File: src/rtl/game_pkg.sv
// Shared types and defaults for the rhythm-game timebase, note scheduler and display.
package game_pkg;

  typedef enum logic [1:0] {
    ST_IDLE  = 2'b00,
    ST_RUN   = 2'b01,
    ST_PAUSE = 2'b10,
    ST_DONE  = 2'b11
  } game_state_t;

  localparam int unsigned CLK_HZ_DEF        = 50_000_000;
  localparam int unsigned TICKS_PER_SEC_DEF = 4;
  localparam int unsigned GAME_SEC_DEF      = 60;

  // Divide-by-10 lookup: {tens, ones} for a value in 0..99.
  function automatic logic [7:0] bin2bcd(input logic [6:0] v);
    logic [3:0] tens;
    logic [6:0] ones;
    tens = 4'd0;
    for (int i = 9; i >= 1; i--) begin
      if ((tens == 4'd0) && (v >= 7'(i * 10))) begin
        tens = 4'(i);
      end else begin
        tens = tens;
      end
    end
    ones = v - 7'(int'(tens) * 10);
    return {tens, ones[3:0]};
  endfunction

endpackage

File: src/rtl/tick_prescaler.sv
// Beat prescaler: div_cnt divides the clock down to beats, beat_cnt groups beats into seconds.
module tick_prescaler #(
  parameter int DIV   = 5,
  parameter int TICKS = 4
) (
  input  logic clk,
  input  logic rst_n,
  input  logic en_i,
  input  logic clr_i,
  output logic beat_tick_o,
  output logic sec_wrap_o
);

  localparam int DIV_W  = (DIV > 1) ? $clog2(DIV) : 1;
  localparam int BEAT_W = (TICKS > 1) ? $clog2(TICKS) : 1;
  localparam logic [DIV_W-1:0]  DIV_LAST  = DIV_W'(DIV - 1);
  localparam logic [BEAT_W-1:0] BEAT_LAST = BEAT_W'(TICKS - 1);

  logic [DIV_W-1:0]  div_cnt_q,  div_cnt_d;
  logic [BEAT_W-1:0] beat_cnt_q, beat_cnt_d;

  // Next-state of both counters; strobes are combinational and registered by the parent.
  always_comb begin
    div_cnt_d   = div_cnt_q;
    beat_cnt_d  = beat_cnt_q;
    beat_tick_o = 1'b0;
    sec_wrap_o  = 1'b0;
    if (clr_i) begin
      div_cnt_d  = '0;
      beat_cnt_d = '0;
    end else if (en_i) begin
      if (div_cnt_q == DIV_LAST) begin
        div_cnt_d   = '0;
        beat_tick_o = 1'b1;
        if (beat_cnt_q == BEAT_LAST) begin
          beat_cnt_d = '0;
          sec_wrap_o = 1'b1;
        end else begin
          beat_cnt_d = beat_cnt_q + BEAT_W'(1);
        end
      end else begin
        div_cnt_d = div_cnt_q + DIV_W'(1);
      end
    end else begin
      div_cnt_d  = div_cnt_q;
      beat_cnt_d = beat_cnt_q;
    end
  end

  // Counter registers.
  always_ff @(posedge clk or negedge rst_n) begin
    if (!rst_n) begin
      div_cnt_q  <= '0;
      beat_cnt_q <= '0;
    end else begin
      div_cnt_q  <= div_cnt_d;
      beat_cnt_q <= beat_cnt_d;
    end
  end

endmodule

File: src/rtl/game_timer_ctrl.sv
// Round timebase: beat/second enable pulses and a start/pause/abort countdown FSM.
// Optional BCD outputs of sec_left are enabled by defining GAME_TIMER_BCD_EN.
module game_timer_ctrl
  import game_pkg::*;
#(
  parameter int CLK_HZ        = int'(CLK_HZ_DEF),
  parameter int TICKS_PER_SEC = int'(TICKS_PER_SEC_DEF),
  parameter int GAME_SEC      = int'(GAME_SEC_DEF)
) (
  input  logic       clk,
  input  logic       rst_n,
  input  logic       start,
  input  logic       pause_req,
  input  logic       abort,
  output logic       beat_tick,
  output logic       sec_tick,
  output logic [6:0] sec_left,
  output logic [1:0] state,
  output logic       done,
  output logic [3:0] bcd_tens,
  output logic [3:0] bcd_ones
);

  localparam int         DIV      = CLK_HZ / TICKS_PER_SEC;
  localparam logic [6:0] SEC_LOAD = 7'(GAME_SEC);

  if (((CLK_HZ % TICKS_PER_SEC) != 0) || (GAME_SEC < 1) || (GAME_SEC > 99)) begin : g_param_check
    $error("game_timer_ctrl: CLK_HZ must be divisible by TICKS_PER_SEC and GAME_SEC must be 1..99");
  end

  game_state_t state_q, state_d;
  logic [6:0]  sec_left_q, sec_left_d;
  logic        beat_q, beat_d, sec_tick_q, sec_tick_d, done_q, done_d;
  logic        pre_en_s, pre_clr_s, beat_wrap_s, sec_wrap_s;

  tick_prescaler #(
    .DIV   (DIV),
    .TICKS (TICKS_PER_SEC)
  ) u_prescaler (
    .clk         (clk),
    .rst_n       (rst_n),
    .en_i        (pre_en_s),
    .clr_i       (pre_clr_s),
    .beat_tick_o (beat_wrap_s),
    .sec_wrap_o  (sec_wrap_s)
  );

  // FSM next-state, countdown and tick strobes; abort beats start beats pause_req.
  always_comb begin
    state_d    = state_q;
    sec_left_d = sec_left_q;
    beat_d     = 1'b0;
    sec_tick_d = 1'b0;
    done_d     = 1'b0;
    pre_en_s   = 1'b0;
    pre_clr_s  = 1'b0;
    if (abort) begin
      state_d    = ST_IDLE;
      sec_left_d = SEC_LOAD;
      pre_clr_s  = 1'b1;
    end else begin
      case (state_q)
        ST_IDLE, ST_DONE: begin
          if (start) begin
            state_d    = ST_RUN;
            sec_left_d = SEC_LOAD;
            pre_clr_s  = 1'b1;
          end else begin
            state_d = state_q;
          end
        end
        ST_RUN: begin
          pre_en_s   = 1'b1;
          beat_d     = beat_wrap_s;
          sec_tick_d = sec_wrap_s;
          // Expiry outranks a coincident pause request.
          if (sec_wrap_s && (sec_left_q == 7'd1)) begin
            sec_left_d = 7'd0;
            state_d    = ST_DONE;
            done_d     = 1'b1;
          end else begin
            if (sec_wrap_s) begin
              sec_left_d = sec_left_q - 7'd1;
            end else begin
              sec_left_d = sec_left_q;
            end
            if (pause_req) begin
              state_d = ST_PAUSE;
            end else begin
              state_d = ST_RUN;
            end
          end
        end
        ST_PAUSE: begin
          if (pause_req) begin
            state_d = ST_RUN;
          end else begin
            state_d = ST_PAUSE;
          end
        end
        default: begin
          state_d    = ST_IDLE;
          sec_left_d = SEC_LOAD;
          pre_clr_s  = 1'b1;
        end
      endcase
    end
  end

  // State, countdown and output pulse registers.
  always_ff @(posedge clk or negedge rst_n) begin
    if (!rst_n) begin
      state_q    <= ST_IDLE;
      sec_left_q <= SEC_LOAD;
      beat_q     <= 1'b0;
      sec_tick_q <= 1'b0;
      done_q     <= 1'b0;
    end else begin
      state_q    <= state_d;
      sec_left_q <= sec_left_d;
      beat_q     <= beat_d;
      sec_tick_q <= sec_tick_d;
      done_q     <= done_d;
    end
  end

`ifdef GAME_TIMER_BCD_EN
  localparam logic [7:0] BCD_LOAD = bin2bcd(SEC_LOAD);
  logic [3:0] bcd_tens_q, bcd_ones_q;
  logic [7:0] bcd_next_s;

  assign bcd_next_s = bin2bcd(sec_left_d);

  // BCD digits track the next sec_left so they change on the same edge.
  always_ff @(posedge clk or negedge rst_n) begin
    if (!rst_n) begin
      bcd_tens_q <= BCD_LOAD[7:4];
      bcd_ones_q <= BCD_LOAD[3:0];
    end else begin
      bcd_tens_q <= bcd_next_s[7:4];
      bcd_ones_q <= bcd_next_s[3:0];
    end
  end

  assign bcd_tens = bcd_tens_q;
  assign bcd_ones = bcd_ones_q;
`else
  assign bcd_tens = 4'd0;
  assign bcd_ones = 4'd0;
`endif

  assign state     = state_q;
  assign sec_left  = sec_left_q;
  assign beat_tick = beat_q;
  assign sec_tick  = sec_tick_q;
  assign done      = done_q;

endmodule

File: config.mk
export PLATFORM = sky130hd
export DESIGN_NAME = game_timer_ctrl
export DESIGN_NICKNAME = d
export VERILOG_FILES = /design/src/rtl/game_pkg.sv /design/src/rtl/tick_prescaler.sv /design/src/rtl/game_timer_ctrl.sv
export SDC_FILE = /design/constraint.sdc
export NUM_CORES = 1
export LEC_CHECK = 0
export CAP_MARGIN = 20
export CORE_ASPECT_RATIO = 1.5
export CORE_MARGIN = 1
export CORE_UTILIZATION = 56
export DETAILED_ROUTE_END_ITERATION = 12
export PLACE_DENSITY_LB_ADDON = 0.08
export SLEW_MARGIN = 25
export SYNTH_ARGS = -nofsm -noshare
export SYNTH_HDL_FRONTEND = slang
export SYNTH_SLANG_ARGS = --single-unit
File: constraint.sdc
create_clock -name clk -period 2.2 [get_ports clk]
set_input_delay 0.44 -clock clk [delete_from_list [all_inputs] [get_ports clk]]
set_output_delay 0.44 -clock clk [all_outputs]
set_load 0.02 [all_outputs]
==> reports/summary.txt, run 1 <==
CTS H-tree lvls: 2
Hold Violations, Final: 0
Area Overhead vs Synth: 18.56%
Hold Buf Count CTS: 0
Clock-pin slew on the worst setup and hold paths: 70 ps
Slew @ Worst Pin: 864.0 ps
Via count: 1931
Leading cell type in the layout, fill and taps excluded: dfrtp_1
Die H: 80.59 um
Drt drc: 0
Seq cells post-synth: 38
Outcome: finished clean
GRT Resource Usage Total: 0.2767
Routed wire length: 5.347 mm
DIE AREA: 4384 um^2
Root Buffer: clkbuf_8
Pwr dens: 543.4 nW/um^2
Post-synth EDFFs: 0
Synth Flop Type: dfrtp_1
Ys async rst share: 1.000
Overall Power: 1.486 mW
Clock latency at the later pin of the worst-skew pair: 290 ps
Iter 0 DRT Violations: 39
Static leakage: 1.234 nW
TritonCTS clock tree: done
Clk sinks: 38
Most frequent cells in the layout: 34 x dfrtp_1, 27 x nor2_1, 23 x buf_4
# fillers: 347
Worst relative slew slack: 0.4240
Antenna Cells: 0
Post-Synth Adder-Cell Area: 0.03256
Clock Tree Buf Depth: 2
Core region area: 3959 um^2
RSZ-0062 raised after global routing: no
Cell Rows: 28
Clk_skew: 5.845 ps
First-pass GRT wire length: 8.583 mm
Register area share after synthesis: 0.4145
Slew Viols, Final: 0
Vias in the first global route: 1932
Hpwl dp: 4.051 mm
Final setup viols: 0
CTS Buf Count: 5
Min cycle time layout: 2027 ps
MaxCap Viol Count: 0
Share of cells above drive strength 1: 0.1895
Setup crit end kind: flip-flop
Final #Nets: 295
Largest net degree at the start of global routing: 39
Largest family of logic cells by synthesized area: simple AND/OR/NAND/NOR gates
IO Port Bufs: 16
Hold slack final: 254.5 ps
Yosys warns: 0
DR vias/cell: 5.852
Crit path kind: reg2reg
Placer Congestion: 0.8420
Synth Area in XOR/XNOR: 0.06457
Synthesized area: 2306 um^2
VDD IR-drop max: 463.9 uV
Nature of the critical path startpoint: flip-flop
Complex-gate fraction of the synthesized area: 0.1177
Initial antenna violation count: 0
Io pins: 25
Cell variety after synth: 49
Mux contribution to synthesized area: 0
Critical Path RT: 2380 ps
Post-synthesis simple-gate area fraction: 0.3006
Detailed Routing Iterations Pass 1: 4
Final worst-path cycle share: 0.9213
CP Max Fanout: 7
DR WL/cell: 16.20 um
Initial Util: 0.5825
WP data arrival: 2200 ps
Die W: 54.40 um
Fmax: 493.4 MHz
Total grt overflow: 0
Path category of the worst min-delay check: in2async
ANT nets after route: 0
Mean Syn Cell Area: 9.374 um^2
Reg2reg path depth: 7
Post-synthesis cell count: 246
## final timing paths
| path | startpoint | endpoint | slack, ps |
|---|---|---|---|
| worst max register to register | state[0] | u_prescaler.div_cnt_q[21] | 170 |
| min in group clk | sec_left[3] | sec_left[3] | 500 |
| worst min register to register | sec_left[3] | sec_left[3] | 500 |
| worst max-delay path | state[0] | u_prescaler.div_cnt_q[21] | 170 |
| worst min-delay path | rst_n | u_prescaler.div_cnt_q[20] | 250 |
| max in group asynchronous | rst_n | u_prescaler.div_cnt_q[1] | 1390 |
## cell type report
type / instances / area (um^2) / area share
multi-input cells: 188 / 1222 / 0.4471
flip-flops and latches: 38 / 955.9 / 0.3497
repair buffers: 40 / 347.8 / 0.1272
clock buffers: 8 / 110.1 / 0.04027
well taps: 45 / 56.30 / 0.02059
inverters: 11 / 41.29 / 0.01510
## synthesized netlist by cell type, types with 2 or more instances
| master | number | area (um^2) |
|---|---|---|
| a211o_1 | 2 | 17.52 |
| a211oi_2 | 2 | 25.02 |
| a21o_1 | 5 | 37.54 |
| a21oi_1 | 16 | 80.08 |
| a31oi_1 | 3 | 18.77 |
| and2_1 | 2 | 12.51 |
| and3_1 | 8 | 50.05 |
| and4_1 | 4 | 35.03 |
| buf_2 | 3 | 15.01 |
| buf_4 | 10 | 75.07 |
| buf_6 | 2 | 22.52 |
| dfrtp_1 | 34 | 850.8 |
| dfstp_2 | 4 | 105.1 |
| ha_1 | 6 | 75.07 |
| inv_1 | 11 | 41.29 |
| nand2_1 | 19 | 71.32 |
| nand2b_1 | 2 | 12.51 |
| nand3_1 | 15 | 75.07 |
| nand4_1 | 8 | 50.05 |
| nand4b_1 | 2 | 17.52 |
| nor2_1 | 27 | 101.4 |
| nor3_1 | 4 | 20.02 |
| nor3b_1 | 6 | 45.04 |
| nor4_1 | 3 | 18.77 |
| nor4_4 | 2 | 42.54 |
| nor4b_1 | 2 | 17.52 |
| o211ai_1 | 2 | 15.01 |
| o21ai_0 | 5 | 25.02 |
| or3_1 | 2 | 12.51 |
| xnor2_1 | 9 | 78.83 |
| xor2_1 | 8 | 70.07 |
## through the flow
stage                     TNS [ps]  instances  worst slack [ps]    util  area, um^2
after CTS                        0        330             66.76  0.6896        2730
final                            0        330             173.2  0.6906        2734
after floorplan                  0        253             95.18       -        2332
after global placement      -19.33        322            -19.33  0.6618        2620
after global routing             0        330             52.45  0.6906        2734
after detailed placement         0        322             14.17  0.6618        2620
## per-layer routing
metal,routed length (um),vias up,track usage
li1,-,938,-
met3,107,8,0.04167
met5,0,-,0
met4,89,0,0.1103
met2,3035,33,0.5159
met1,2115,952,0.2900
## critical path, cell delays in order, from the launching register on
cell and delay (ps):
dfrtp_1 390, inv_1 60, ha_2 390, a211oi_2 130
or4_4 580, nor4_4 150, xnor2_1 160, nor2_2 50
## power breakdown
group / internal [mW] / total [mW] / switching (mW) / leakage (nW)
logic: 0.0847 / 0.219 / 0.134 / 0.660
clock network: 0.316 / 0.557 / 0.241 / 0.0575
registers: 0.704 / 0.709 / 0.00548 / 0.516
total: 1.11 / 1.49 / 0.380 / 1.23
## flip-flops by register name, summed over array words and instances, names as in the netlist
name / cells
state: 2
u_prescaler.beat_cnt_q: 2
beat_tick: 1
sec_left: 7
sec_tick: 1
u_prescaler.div_cnt_q: 24
done: 1
## repair_timing
action	4_1_cts	5_1_grt
gates resized for setup	0	2
setup endpoints to repair	0	22
setup buffers	0	0
## cells by family (layout without fill, tap and decap cells)
kind of cell             after synthesis  count (layout)
adder cells (fa/ha/maj)                6               6
AO/OA/AOI/OAI                         41              41
buffers and inverters                 27              59
flip-flops                            38              38
XOR/XNOR                              17              17
other                                  1               8
AND/OR/NAND/NOR                      116             116
No activity file was read; power rests on OpenSTA's default activity.
==> inputs of run 2 (changes only) <==
--- a/config.mk
+++ b/config.mk
@@ -10,6 +10,7 @@
 export CORE_MARGIN = 1
 export CORE_UTILIZATION = 56
 export DETAILED_ROUTE_END_ITERATION = 12
+export GPL_ROUTABILITY_DRIVEN = 0
 export PLACE_DENSITY_LB_ADDON = 0.08
 export SLEW_MARGIN = 25
 export SYNTH_ARGS = -nofsm -noshare
==> results of run 2 <==
No change in the layout: final DEF, timing and power equal those of run 1.
==> inputs of run 3 (changes only) <==
--- a/config.mk
+++ b/config.mk
@@ -10,7 +10,6 @@
 export CORE_MARGIN = 1
 export CORE_UTILIZATION = 56
 export DETAILED_ROUTE_END_ITERATION = 12
-export GPL_ROUTABILITY_DRIVEN = 0
 export PLACE_DENSITY_LB_ADDON = 0.08
 export SLEW_MARGIN = 25
 export SYNTH_ARGS = -nofsm -noshare
==> constraint.sdc (replaced) <==
create_clock -name clk -period 2.1 [get_ports clk]
set_input_delay 0.42 -clock clk [delete_from_list [all_inputs] [get_ports clk]]
set_output_delay 0.42 -clock clk [all_outputs]
set_load 0.02 [all_outputs]
==> run 3 against run 2 <==
Effect of this change:
- flip-flop and latch count did not move
- wire length fell by 1.8%
- global-route usage fell by 1.2 points
- clock skew barely moved
- utilization rose by 1.4 points
- hold slack got worse by 180 ps
- register-to-register slack got worse by 90 ps
- sequential power rose by 4.9%
- combinational power rose by 5%
- highest routed layer unchanged
==> reports/summary.txt, run 3 (synthesized netlist as in run 1, its figures left out) <==
Crit path buffers/inverters: 1 (unchanged)
Initial Util: 0.5825 (unchanged)
Clock group share of total power: 0.349 (was 0.375)
Slowest CP cell: or4_4 (unchanged)
Clock Tree Buf Depth: 2 (unchanged)
Share of cells above drive strength 1: 0.2177 (was 0.1895)
Hold Buf Count CTS: 0 (unchanged)
Initial antenna violation count: 0 (unchanged)
Most frequent cells in the layout: 33 x dfrtp_1, 32 x buf_4, 27 x nor2_1 (was 34 x dfrtp_1, 27 x nor2_1, 23 x buf_4)
Internal power: 1.093 mW (was 1.105 mW)
Min cycle time layout: 2015 ps (was 2027 ps)
Sequential share of power: 0.498 (was 0.478)
Largest net degree at the start of global routing: 39 (unchanged)
Placed cells: 331 (was 322)
CTS Buf Count: 5 (unchanged)
Io pins: 25 (unchanged)
Core region area: 3959 um^2 (unchanged)
Clock-pin slew on the worst setup and hold paths: 70 ps (about the same)
Final worst-path cycle share: 0.9596 (was 0.9213)
Cell chain of the critical path: inv_1, ha_2, a211oi_2, or4_4, nor4_4, xnor2_1, nor2_2 (unchanged)
ANT nets after route: 0 (unchanged)
DR vias/cell: 5.788 (was 5.852)
RSZ-0062 raised after global routing: yes (was no)
Crit path kind: reg2reg (unchanged)
Detailed Routing Iterations Pass 1: 4 (unchanged)
Total grt overflow: 0 (unchanged)
Multi-input logic area: 1229 um^2 (was 1222 um^2)
Largest Register: u_prescaler.div_cnt_q (unchanged)
Antenna Cells: 0 (unchanged)
Static leakage: 1.270 nW (was 1.234 nW)
GRT Resource Usage Total: 0.2642 (was 0.2767)
Reg2Reg Launch Point: state[0] (unchanged)
WP data arrival: 2200 ps (about the same)
Clk sinks: 38 (unchanged)
Vias in the first global route: 1814 (was 1932)
Net Sw Frac: 0.2687 (was 0.2561)
Outcome: finished clean (unchanged)
Iter 0 DRT Violations: 49 (was 39)
Slew Viols, Final: 0 (unchanged)
Routed wire length: 5.249 mm (was 5.347 mm)
Area Overhead vs Synth: 21.00% (was 18.56%)
Fmax: 496.2 MHz (was 493.4 MHz)
Comb power frac: 0.153 (was 0.147)
Path category of the worst min-delay check: in2async (unchanged)
Final #Nets: 304 (was 295)
Final setup viols: 0 (unchanged)
IO Port Bufs: 16 (unchanged)
Reg2reg path depth: 7 (unchanged)
Die H: 80.59 um (unchanged)
Cell Rows: 28 (unchanged)
Clk_skew: 5.892 ps (was 5.845 ps)
FF-to-FF End: u_prescaler.div_cnt_q[21] (unchanged)
# fillers: 342 (was 347)
Root Buffer: clkbuf_8 (unchanged)
Via count: 1962 (was 1931)
Top delay family on crit path: simple AND/OR/NAND/NOR gates (unchanged)
Number of flip-flops in the largest register: 24 (unchanged)
MaxCap Viol Count: 0 (unchanged)
TritonCTS clock tree: done (unchanged)
Critical Path Max Stage Delay: 580 ps (about the same)
VDD IR-drop max: 467.6 uV (was 463.9 uV)
DIE AREA: 4384 um^2 (unchanged)
Hpwl dp: 3.910 mm (was 4.051 mm)
Placer Congestion: 0.8767
Clock latency at the later pin of the worst-skew pair: 300 ps (was 290 ps)
DR WL/cell: 15.48 um (was 16.20 um)
Pwr dens: 535.5 nW/um^2 (was 543.4 nW/um^2)
Nature of the critical path startpoint: flip-flop (unchanged)
CTS H-tree lvls: 2 (unchanged)
First-pass GRT wire length: 8.211 mm (was 8.583 mm)
Drt drc: 0 (unchanged)
Hold Violations, Final: 0 (unchanged)
Register area: 957.2 um^2 (was 955.9 um^2)
Leading cell type in the layout, fill and taps excluded: dfrtp_1 (unchanged)
Die W: 54.40 um (unchanged)
CP Max Fanout: 7 (unchanged)
Final cell count without fillers: 339 (was 330)
NetSw: 401.4 uW (was 380.4 uW)
Setup TNS: 0 ps (unchanged)
Setup crit end kind: flip-flop (unchanged)
Worst R2R Setup Slack: 80 ps (was 170 ps)
Critical Path RT: 2290 ps (was 2380 ps)
==> run 3: cell type report <==
type	instances	area share
clock inverter	1	0.001794
clock buffer	7	0.03094
inverter	11	0.01480
timing repair buffer	49	0.1489
tap	45	0.02018
sequential	38	0.3430
multi-input combinational	188	0.4404
==> run 3: stage by stage <==
stage	hold slack [ps]	power [mW]	utilization	setup slack [ps]	area (um^2)
after floorplan	124.4	0.8969	-	40.18	2333
after global placement	403.4	0.9838	0.6792	-55.79	2689
after detailed placement	403.2	0.9858	0.6792	-41.47	2689
after CTS	81.76	1.513	0.7023	23.37	2780
after global routing	105.3	1.548	0.7048	-2.941	2790
final	78.91	1.494	0.7048	84.85	2790
==> run 3: power by group through the flow <==
stage / clock (mW) / sequential, mW / combinational (mW)
2_1_floorplan: 0 / 0.763 / 0.134
3_3_place_gp: 0 / 0.757 / 0.226
3_5_place_dp: 0 / 0.757 / 0.229
4_1_cts: 0.541 / 0.743 / 0.229
5_1_grt: 0.552 / 0.744 / 0.252
6_report: 0.522 / 0.744 / 0.229
==> run 3: worst max path at each step <==
| stage | endpoint | from | depth (start not counted) |
|---|---|---|---|
| CTS | u_prescaler.div_cnt_q[21] | state[0] | 7 |
| floorplan | u_prescaler.div_cnt_q[21] | state[1] | 7 |
| detailed placement | state[1] | start | 7 |
| global placement | state[1] | start | 7 |
| finish | u_prescaler.div_cnt_q[21] | state[0] | 7 |
| global route | u_prescaler.div_cnt_q[15] | state[0] | 7 |
==> run 3: timing repair <==
action | 4_1_cts | 5_1_grt
resized for setup | 0 | 4
setup endpoints to repair | 0 | 26
buffers inserted | 0 | 0
==> run 3: routing by layer <==
| metal | global-route usage | share of wire |
|---|---|---|
| met2 | 0.4817 | 0.54 |
| met4 | 0.1308 | 0.034 |
| met3 | 0.03977 | 0.031 |
| met1 | 0.2757 | 0.40 |
| met5 | 0 | 0 |
